## src/rtl/fetch_seq.sv

```systemverilog
// Byte-serial instruction fetch: reads one byte per memory handshake, decodes
// icode/ifun/rA/rB/valC and reports valP and a status code on a one-cycle done pulse.
module fetch_seq (
   input  logic        clk,
   input  logic        rst_n,
   input  logic [63:0] PC,
   input  logic        start,
   output logic        mem_req,
   output logic [63:0] mem_addr,
   input  logic        mem_ack,
   input  logic [7:0]  mem_rdata,
   input  logic        mem_err,
   output logic        busy,
   output logic        done,
   output logic [3:0]  icode,
   output logic [3:0]  ifun,
   output logic [3:0]  rA,
   output logic [3:0]  rB,
   output logic [63:0] valC,
   output logic [63:0] valP,
   output logic [2:0]  stat
);

   typedef enum logic [1:0] {S_IDLE, S_FETCH, S_DONE} state_t;
   typedef enum logic [2:0] {
      ST_AOK = 3'd1,
      ST_HLT = 3'd2,
      ST_ADR = 3'd3,
      ST_INS = 3'd4
   } stat_t;

   function automatic logic [3:0] insn_len(input logic [3:0] ic);
      case (ic)
         4'h0, 4'h1, 4'h9:       insn_len = 4'd1;
         4'h2, 4'h6, 4'hA, 4'hB: insn_len = 4'd2;
         4'h7, 4'h8:             insn_len = 4'd9;
         4'h3, 4'h4, 4'h5:       insn_len = 4'd10;
         default:                insn_len = 4'd1;
      endcase
   endfunction

   function automatic logic insn_ok(input logic [3:0] ic, input logic [3:0] fn);
      case (ic)
         4'h2, 4'h7:                    insn_ok = (fn <= 4'd6);
         4'h6:                          insn_ok = (fn <= 4'd3);
         4'hC, 4'hD, 4'hE, 4'hF:        insn_ok = 1'b0;
         default:                       insn_ok = (fn == 4'd0);
      endcase
   endfunction

   function automatic logic has_reg(input logic [3:0] ic);
      case (ic)
         4'h2, 4'h3, 4'h4, 4'h5, 4'h6, 4'hA, 4'hB: has_reg = 1'b1;
         default:                                  has_reg = 1'b0;
      endcase
   endfunction

   function automatic logic has_valc(input logic [3:0] ic);
      case (ic)
         4'h3, 4'h4, 4'h5, 4'h7, 4'h8: has_valc = 1'b1;
         default:                      has_valc = 1'b0;
      endcase
   endfunction

   state_t      state_q, state_d;
   logic [63:0] base_q, base_d;
   logic [3:0]  idx_q, idx_d;
   // working copies of the fields while bytes arrive
   logic [3:0]  w_icode_q, w_icode_d, w_ifun_q, w_ifun_d;
   logic [3:0]  w_ra_q, w_ra_d, w_rb_q, w_rb_d;
   logic [63:0] w_valc_q, w_valc_d;
   logic [3:0]  icode_q, icode_d, ifun_q, ifun_d, ra_q, ra_d, rb_q, rb_d;
   logic [63:0] valc_q, valc_d, valp_q, valp_d;
   stat_t       stat_q, stat_d;

   logic [3:0]  cur_icode, cur_ifun, cur_len;
   logic [2:0]  vc_start, vc_idx;

   always_ff @(posedge clk or negedge rst_n) begin
      if (!rst_n) begin
         state_q   <= S_IDLE;
         base_q    <= '0;
         idx_q     <= '0;
         w_icode_q <= '0;
         w_ifun_q  <= '0;
         w_ra_q    <= '1;
         w_rb_q    <= '1;
         w_valc_q  <= '0;
         icode_q   <= '0;
         ifun_q    <= '0;
         ra_q      <= '1;
         rb_q      <= '1;
         valc_q    <= '0;
         valp_q    <= '0;
         stat_q    <= ST_AOK;
      end else begin
         state_q   <= state_d;
         base_q    <= base_d;
         idx_q     <= idx_d;
         w_icode_q <= w_icode_d;
         w_ifun_q  <= w_ifun_d;
         w_ra_q    <= w_ra_d;
         w_rb_q    <= w_rb_d;
         w_valc_q  <= w_valc_d;
         icode_q   <= icode_d;
         ifun_q    <= ifun_d;
         ra_q      <= ra_d;
         rb_q      <= rb_d;
         valc_q    <= valc_d;
         valp_q    <= valp_d;
         stat_q    <= stat_d;
      end
   end

   always_comb begin
      state_d   = state_q;
      base_d    = base_q;
      idx_d     = idx_q;
      w_icode_d = w_icode_q;
      w_ifun_d  = w_ifun_q;
      w_ra_d    = w_ra_q;
      w_rb_d    = w_rb_q;
      w_valc_d  = w_valc_q;
      icode_d   = icode_q;
      ifun_d    = ifun_q;
      ra_d      = ra_q;
      rb_d      = rb_q;
      valc_d    = valc_q;
      valp_d    = valp_q;
      stat_d    = stat_q;

      // byte 0 is decoded straight off the bus so length is known on its ack
      cur_icode = (idx_q == 4'd0) ? mem_rdata[7:4] : w_icode_q;
      cur_ifun  = (idx_q == 4'd0) ? mem_rdata[3:0] : w_ifun_q;
      cur_len   = insn_len(cur_icode);
      vc_start  = (cur_icode == 4'h7 || cur_icode == 4'h8) ? 3'd1 : 3'd2;
      vc_idx    = idx_q[2:0] - vc_start;

      case (state_q)
         S_IDLE: begin
            if (start) begin
               state_d   = S_FETCH;
               base_d    = PC;
               idx_d     = '0;
               w_icode_d = '0;
               w_ifun_d  = '0;
               w_ra_d    = '1;
               w_rb_d    = '1;
               w_valc_d  = '0;
            end
         end
         S_FETCH: begin
            if (mem_ack) begin
               if (mem_err) begin
                  state_d = S_DONE;
                  icode_d = w_icode_q;
                  ifun_d  = w_ifun_q;
                  ra_d    = w_ra_q;
                  rb_d    = w_rb_q;
                  valc_d  = w_valc_q;
                  valp_d  = base_q + ((idx_q == 4'd0) ? 64'd1 : {60'd0, insn_len(w_icode_q)});
                  stat_d  = ST_ADR;
               end else if (idx_q == 4'd0 && !insn_ok(cur_icode, cur_ifun)) begin
                  state_d = S_DONE;
                  icode_d = cur_icode;
                  ifun_d  = cur_ifun;
                  ra_d    = '1;
                  rb_d    = '1;
                  valc_d  = '0;
                  valp_d  = base_q + 64'd1;
                  stat_d  = ST_INS;
               end else begin
                  w_icode_d = cur_icode;
                  w_ifun_d  = cur_ifun;
                  if (idx_q == 4'd1 && has_reg(cur_icode)) begin
                     w_ra_d = mem_rdata[7:4];
                     w_rb_d = mem_rdata[3:0];
                  end else if (has_valc(cur_icode) && idx_q >= {1'b0, vc_start}) begin
                     w_valc_d[{vc_idx, 3'b000} +: 8] = mem_rdata;
                  end
                  if (idx_q == cur_len - 4'd1) begin
                     state_d = S_DONE;
                     icode_d = cur_icode;
                     ifun_d  = cur_ifun;
                     ra_d    = w_ra_d;
                     rb_d    = w_rb_d;
                     valc_d  = w_valc_d;
                     valp_d  = base_q + {60'd0, cur_len};
                     stat_d  = (cur_icode == 4'h0) ? ST_HLT : ST_AOK;
                  end else begin
                     idx_d = idx_q + 4'd1;
                  end
               end
            end
         end
         S_DONE:  state_d = S_IDLE;
         default: state_d = S_IDLE;
      endcase
   end

   assign mem_req  = (state_q == S_FETCH);
   assign busy     = (state_q == S_FETCH);
   assign done     = (state_q == S_DONE);
   assign mem_addr = mem_req ? (base_q + {60'd0, idx_q}) : '0;
   assign icode    = icode_q;
   assign ifun     = ifun_q;
   assign rA       = ra_q;
   assign rB       = rb_q;
   assign valC     = valc_q;
   assign valP     = valp_q;
   assign stat     = stat_q;

endmodule

```

## config.mk

```make
export PLATFORM = sky130hd
export DESIGN_NAME = fetch_seq
export DESIGN_NICKNAME = d
export VERILOG_FILES = /design/src/rtl/fetch_seq.sv
export SDC_FILE = /design/constraint.sdc
export NUM_CORES = 1
export LEC_CHECK = 0
export BUFFER_PORTS_ARGS = -buffer_cell sky130_fd_sc_hd__buf_2
export CAP_MARGIN = 20
export CORE_ASPECT_RATIO = 1.25
export CORE_MARGIN = 10
export CORE_UTILIZATION = 56
export CTS_BUF_LIST = sky130_fd_sc_hd__clkbuf_4
export DETAILED_ROUTE_END_ITERATION = 8
export PLACE_DENSITY_LB_ADDON = 0.08
export SKIP_CTS_REPAIR_TIMING = 1
export SYNTH_ARGS = -nofsm -noshare
export SYNTH_HDL_FRONTEND = slang
export SYNTH_SLANG_ARGS = --single-unit
```

## constraint.sdc

```tcl
create_clock -name clk -period 6.4 [get_ports clk]
set_input_delay 1.6 -clock clk [delete_from_list [all_inputs] [get_ports clk]]
set_output_delay 1.6 -clock clk [all_outputs]
set_load 0.05 [all_outputs]
```

Word level (Yosys, flattened, before mapping)
Memories as Yosys holds them, arrays and structs flattened.
Index checks and enable logic that the tools add are counted.
{ "op_classes": {"n_div": 0, "n_shift": 2, "n_addsub": 8, "reduce_logical": 20, "mul": 0, "n_eq_ne": 23, "muxes": 84, "bitwise": 0, "order_cmp": 3} }
{ "ops": {"columns": ["op", "count"], "rows": [
  ["2-to-1 mux 64 bit", 13],
  ["adder 64 x 4 -> 64 bit", 3],
  ["2-to-1 mux 4 bit", 38],
  ["one-hot mux 64 bit (2 select lines)", 1],
  ["adder 64 x 1 -> 64 bit, second input constant", 1],
  ["bitwise mux 64 bit", 1],
  ["variable shift 8 x 8 -> 64 bit, first input constant", 1],
  ["indexed part select 8 x 8 -> 64 bit", 1],
  ["one-hot mux 4 bit (2 select lines)", 5],
  ["equality test 4 bit, second input constant", 7],
  ["equality test 4 x 3 -> 1 bit, second input constant", 4],
  ["2-to-1 mux 1 bit", 14],
  ["2-to-1 mux 2 bit", 7],
  ["zero test 4 bit", 3],
  ["2-to-1 mux 3 bit", 3],
  ["equality test 4 x 2 -> 1 bit, second input constant", 2],
  ["inequality test 2 bit, second input constant", 4],
  ["negation 6 -> 8 bit", 1],
  ["OR reduction 7 bit", 1],
  ["AND reduction 3 bit", 2],
  ["AND reduction 6 bit", 1],
  ["AND reduction 5 bit", 1],
  ["OR reduction 5 bit", 1],
  ["adder 4 x 1 -> 4 bit, second input constant", 1],
  ["22 further kinds", 24]
]} }
{ "word_totals": {"output_inout_bits": 214, "inputBits": 77, "elab_cells": 157, "rom_bits": 96, "mem_count": 2, "ram_bits": 0, "reg_bits": 297, "latch_bits": 0} }
{ "memory_table": {"columns": ["memory", "depth", "word_bits", "read_ports", "rd_ports_with_merged_regs", "wr", "line_no", "rtl"], "rows": [
  ["(name not given)", 16, 3, 1, 0, 0, "33", "case (ic)"],
  ["(name not given)", 16, 3, 1, 0, 0, "33", null]
]} }

Logic depth before layout (Yosys ltp)
{ "logic_depth": {"word_depth": 27, "mapped_depth": 19, "depth_no_buf": 18} }

Worst setup path before layout
No wires, ideal clock.
{ "synth_timing": {"path_type": "input-to-reg", "start": "input mem_rdata[4]", "end": "register valc_q[39], in the netlist valC[39]", "t_arrival_ns": 5.199, "n_path_buf": 1, "path_slack_ns": 1.068, "cell_stages": 16, "path_cell_list": "buf_2 > nor4b_1 > a211oi_1 > a21oi_1 > ha_1 > inv_1 > fa_1 > inv_1 > ha_1 > ha_1 > nor2b_1 > o21ai_0 > or4_1 > o32a_1 > a32oi_1 > o21ai_0"} }
{ "synth_between": {"elab_chain_len": 15} }
{ "synth_lines": {"columns": ["element", "line_no", "rtl"], "rows": [
  ["start: declaration", "11", "input logic [7:0] mem_rdata,"],
  ["branches (longest 15 deep; another with negation 6 -> 8 bit)", null, null],
  ["end signal: assignment", "109", "valc_q <= valc_d;"],
  ["end: declaration", "73", "logic [63:0] valc_q, valc_d, valp_q, valp_d;"]
]} }
Parallel ways; which one is timed is not known. The select of a mux whose other input is x is not followed.
A chain may end at the register's enable or synchronous reset.

Final worst setup path
{ "layout_timing": {"start": "register base_q[13]", "end": "output mem_addr[59]"} }
{ "layout_between": {"elab_chain_len": 2} }
{ "layout_lines": {"columns": ["element", "line_no", "rtl"], "rows": [
  ["start: declaration", "66", "logic [63:0] base_q, base_d;"],
  ["start signal: assignment", "98", "base_q <= base_d;"],
  ["adder 64 x 4 -> 64 bit", "204", "assign mem_addr = mem_req ? (base_q + {60'd0, idx_q}) : '0;"],
  ["2-to-1 mux 64 bit", "204", null],
  ["end: declaration", "9", "output logic [63:0] mem_addr,"]
]} }
Every way passes these cells.

==> run_results.csv <==
group,metric,value,unit
status,outcome,"completed",
yosys,ys_ff_latch,297,
grt,grt_pass1_wl,75900,um
yosys,syn-num-nets,1723,
route,wirelength,48000,um
power_and_ir_drop,powerDensity,608,nW/um2
clock_network,clk_root_buffer_cell,"clkbuf_4",
die,die_h,207,um
setup_path,cp.required,4.80,ns
cells_and_area,num-nets-final,1994,
power_and_ir_drop,ir_drop,0.469,mV
placement,io_buffers,290,
clock_network,clock_sink_count,297,
cells_and_area,layout_commonest_cell,"buf_2",
cells_and_area,final_cell_mix,"289 x buf_2, 280 x dfrtp_1, 250 x nand2_1",
route,via_per_inst,5.92,
die,start_util,56.6,%
die,die_w,169,um
grt,grt_max_degree,255,
cells_and_area,layout-drive-gt1-share,26.8,%
timing,finalCritPeriodShare,86.5,%
grt,grt_pass1_vias,13836,
timing,period_minus_slack,5.54,ns
setup_path,critPathCaptureType,"output port",
setup_path,crit_start,"base_q[13]$_DFFE_PN0P_",
clock_network,cts_tree,"yes",
worst_hold_path,hold_class,"register to register",
yosys,synth_cell_types,72,
setup_path,rr_startpoint,"idx_q[1]$_DFFE_PN0P_",
power_and_ir_drop,p_total,11.0,mW
clock_network,numCtsBuffers,76,
setup_path,crit_family,"simple AND/OR/NAND/NOR gates",
yosys,synth-seq-area-share,47.8,%
worst_hold_path,hp-start,"valP[17]$_DFFE_PN0P_",
clock_network,clk_pin_slew,0.07,ns
die,ios,291,
yosys,netlist_area,15600,um2
yosys,synthCells,1628,
setup_path,crit_type,"register to output port",
timing,finalSetupViolations,0,
cells_and_area,area_growth,15.9,%
timing,hold_viol,0,
timing,rsz0062_at_grt,"no",
cells_and_area,finalCoreUtilization,65.6,%
timing,max_freq,0.181,GHz
placement,gp_congestion,0.929,
setup_path,cp.arrival,3.94,ns
cells_and_area,fillerInstances,2378,
yosys,async_flop_share,100,%
route,drt_iter0_drc,1111,
yosys,syn_avg_cell_area,9.58,um2
timing,tns,0,ns
placement,dp.cells,2171,
setup_path,path_cells,"nand3_1, nor4_1, or4b_1, or3_1, a21oi_1, buf_2",
route,vias,13625,
timing,slew-limit-headroom,30.2,%
setup_path,crit_buf_inv,1,
route,drcViolationCount,0,
yosys,synth_edf_count,0,
route,antenna_left,0,
clock_network,htree_levels,3,
cells_and_area,fin_cells,2301,
power_and_ir_drop,p_leak,8.12,nW
setup_path,cp-start-kind,"register",
route,firstDrtPassIters,7,
clock_network,clock_latency,0.72,ns
route,wl_per_cell,20.8,um
setup_path,critPathMaxStageDelay,0.82,ns
timing,holdWs,0.472,ns
placement,dp_hpwl,34300,um
timing,skew,0.0299,ns
grt,globalRouteOverflowTotal,0,
yosys,yosys_warnings,0,
setup_path,crit_path_max_fanout,15,
job,maxCapViolations,0,
grt,antenna_found_initial,4,
clock_network,clk_path_buf_depth,3,
setup_path,crit_slowest_cell,"or4b_1",
die,core,27600,um2
timing,maxSlewViolCount,0,
timing,worst_pin_slew,1.04,ns
die,dieArea,35000,um2
yosys,synth_ff_type,"dfrtp_1",
die,fp-row-count,68,
grt,grt_usage,27.0,%
[Yosys cell counts (all sizes together) (5+ instances only)]
cell | count | area (um2)
xor2 | 49 | 429
a32oi | 10 | 87.6
o22a | 9 | 78.8
a21o | 5 | 37.5
inv | 20 | 75.1
dfstp | 17 | 447
o21ai | 186 | 931
and4 | 9 | 78.8
or3 | 19 | 119
o2bb2ai | 34 | 298
ha | 15 | 188
o22ai | 11 | 68.8
a21oi | 34 | 170
nor2b | 11 | 68.8
a32o | 15 | 150
clkbuf | 89 | 335
nor3b | 6 | 45.0
or4 | 9 | 71.3
nor3 | 41 | 205
a22oi | 25 | 188
nand2 | 251 | 950
a2bb2oi | 6 | 52.6
nor4 | 18 | 128
and3 | 14 | 87.6
buf | 29 | 169
nor2 | 103 | 387
nand4 | 25 | 156
and2 | 12 | 75.1
nand3 | 49 | 250
xnor2 | 67 | 587
a22o | 19 | 166
dfrtp | 280 | 7010
mux2i | 12 | 120
mux2 | 82 | 931
[stage by stage]
step	instance area [um2]	setup WS, ns
finish	18100	0.861
global route	18100	0.682
CTS	18100	0.870
detailed placement	17200	0.356
global placement	17200	0.642
floorplan	15600	1.07
[layer usage]
| metal | GRT usage [%] | share of wire [%] | vias up |
|---|---|---|---|
| li1 | - | - | 6369 |
| met1 | 31.7 | 38 | 6572 |
| met2 | 45.1 | 50 | 557 |
| met3 | 7.22 | 8.1 | 125 |
| met4 | 13.1 | 4.1 | 2 |
| met5 | 0 | 0.021 | - |
[flip-flops by register name, summed over array words and instances (netlist names)]
name	flops
base_q	64
valC	64
valP	64
w_valc_q	64
icode	4
idx_q	4
ifun	4
rA	4
rB	4
w_icode_q	4
w_ifun_q	4
w_ra_q	4
w_rb_q	4
stat	3
state_q	2
[where the power goes]
| part | leakage [nW] | internal (mW) | switching, mW |
|---|---|---|---|
| registers | 3.84 | 2.55 | 0.722 |
| logic | 3.75 | 1.71 | 4.48 |
| clock network | 0.527 | 0.749 | 0.777 |
| total | 8.12 | 5.00 | 5.98 |
[worst register-to-register path, stage by stage, from the launching register on]
cell,delay (ns)
dfrtp_1,0.53
inv_1,0.14
ha_1,0.19
or3b_1,0.57
nor2_1,0.87
a32oi_1,0.34
fa_1,0.49
nand3b_1,0.21
a21oi_1,0.16
buf_4,0.19
nand4b_1,0.36
or2_1,0.45
nor4_1,0.33
xnor2_1,0.17
o21ai_1,0.07
[worst paths after layout]
kind,to,slack [ns],cells past startpoint
hold / removal,valP[17]$_DFFE_PN0P_,0.47,2
setup reg to reg,valP[46]$_DFFE_PN0P_,1.21,14
hold reg to reg,valP[17]$_DFFE_PN0P_,0.47,2
max in group asynchronous,valP[60]$_DFFE_PN0P_,4.18,2
setup / recovery,mem_addr[59],0.86,6
min in group asynchronous,valC[19]$_DFFE_PN0P_,1.01,1
[area by class of cell]
class | instances | area [um2] | area share (%)
multi-input combinational | 1193 | 7590 | 42.0
sequential | 297 | 7450 | 41.2
timing repair buffer | 311 | 1640 | 9.09
clock buffer | 104 | 781 | 4.32
tap | 350 | 438 | 2.42
clock inverter | 23 | 91.3 | 0.505
inverter | 20 | 75.1 | 0.415
antenna | 3 | 7.51 | 0.0415
[cells by family after synthesis]
kind of cell / count (synthesis) / share of synthesized area [%]
AOI/OAI and AO/OA: 370 / 15.1
DFF: 297 / 47.8
adders and majority gates: 18 / 1.59
xor gates and xnor gates: 116 / 6.51
and+or+nand+nor: 595 / 18.5
muxes: 94 / 6.74
buffers and inverters: 138 / 3.71
Power figures use the tool's default switching activity.
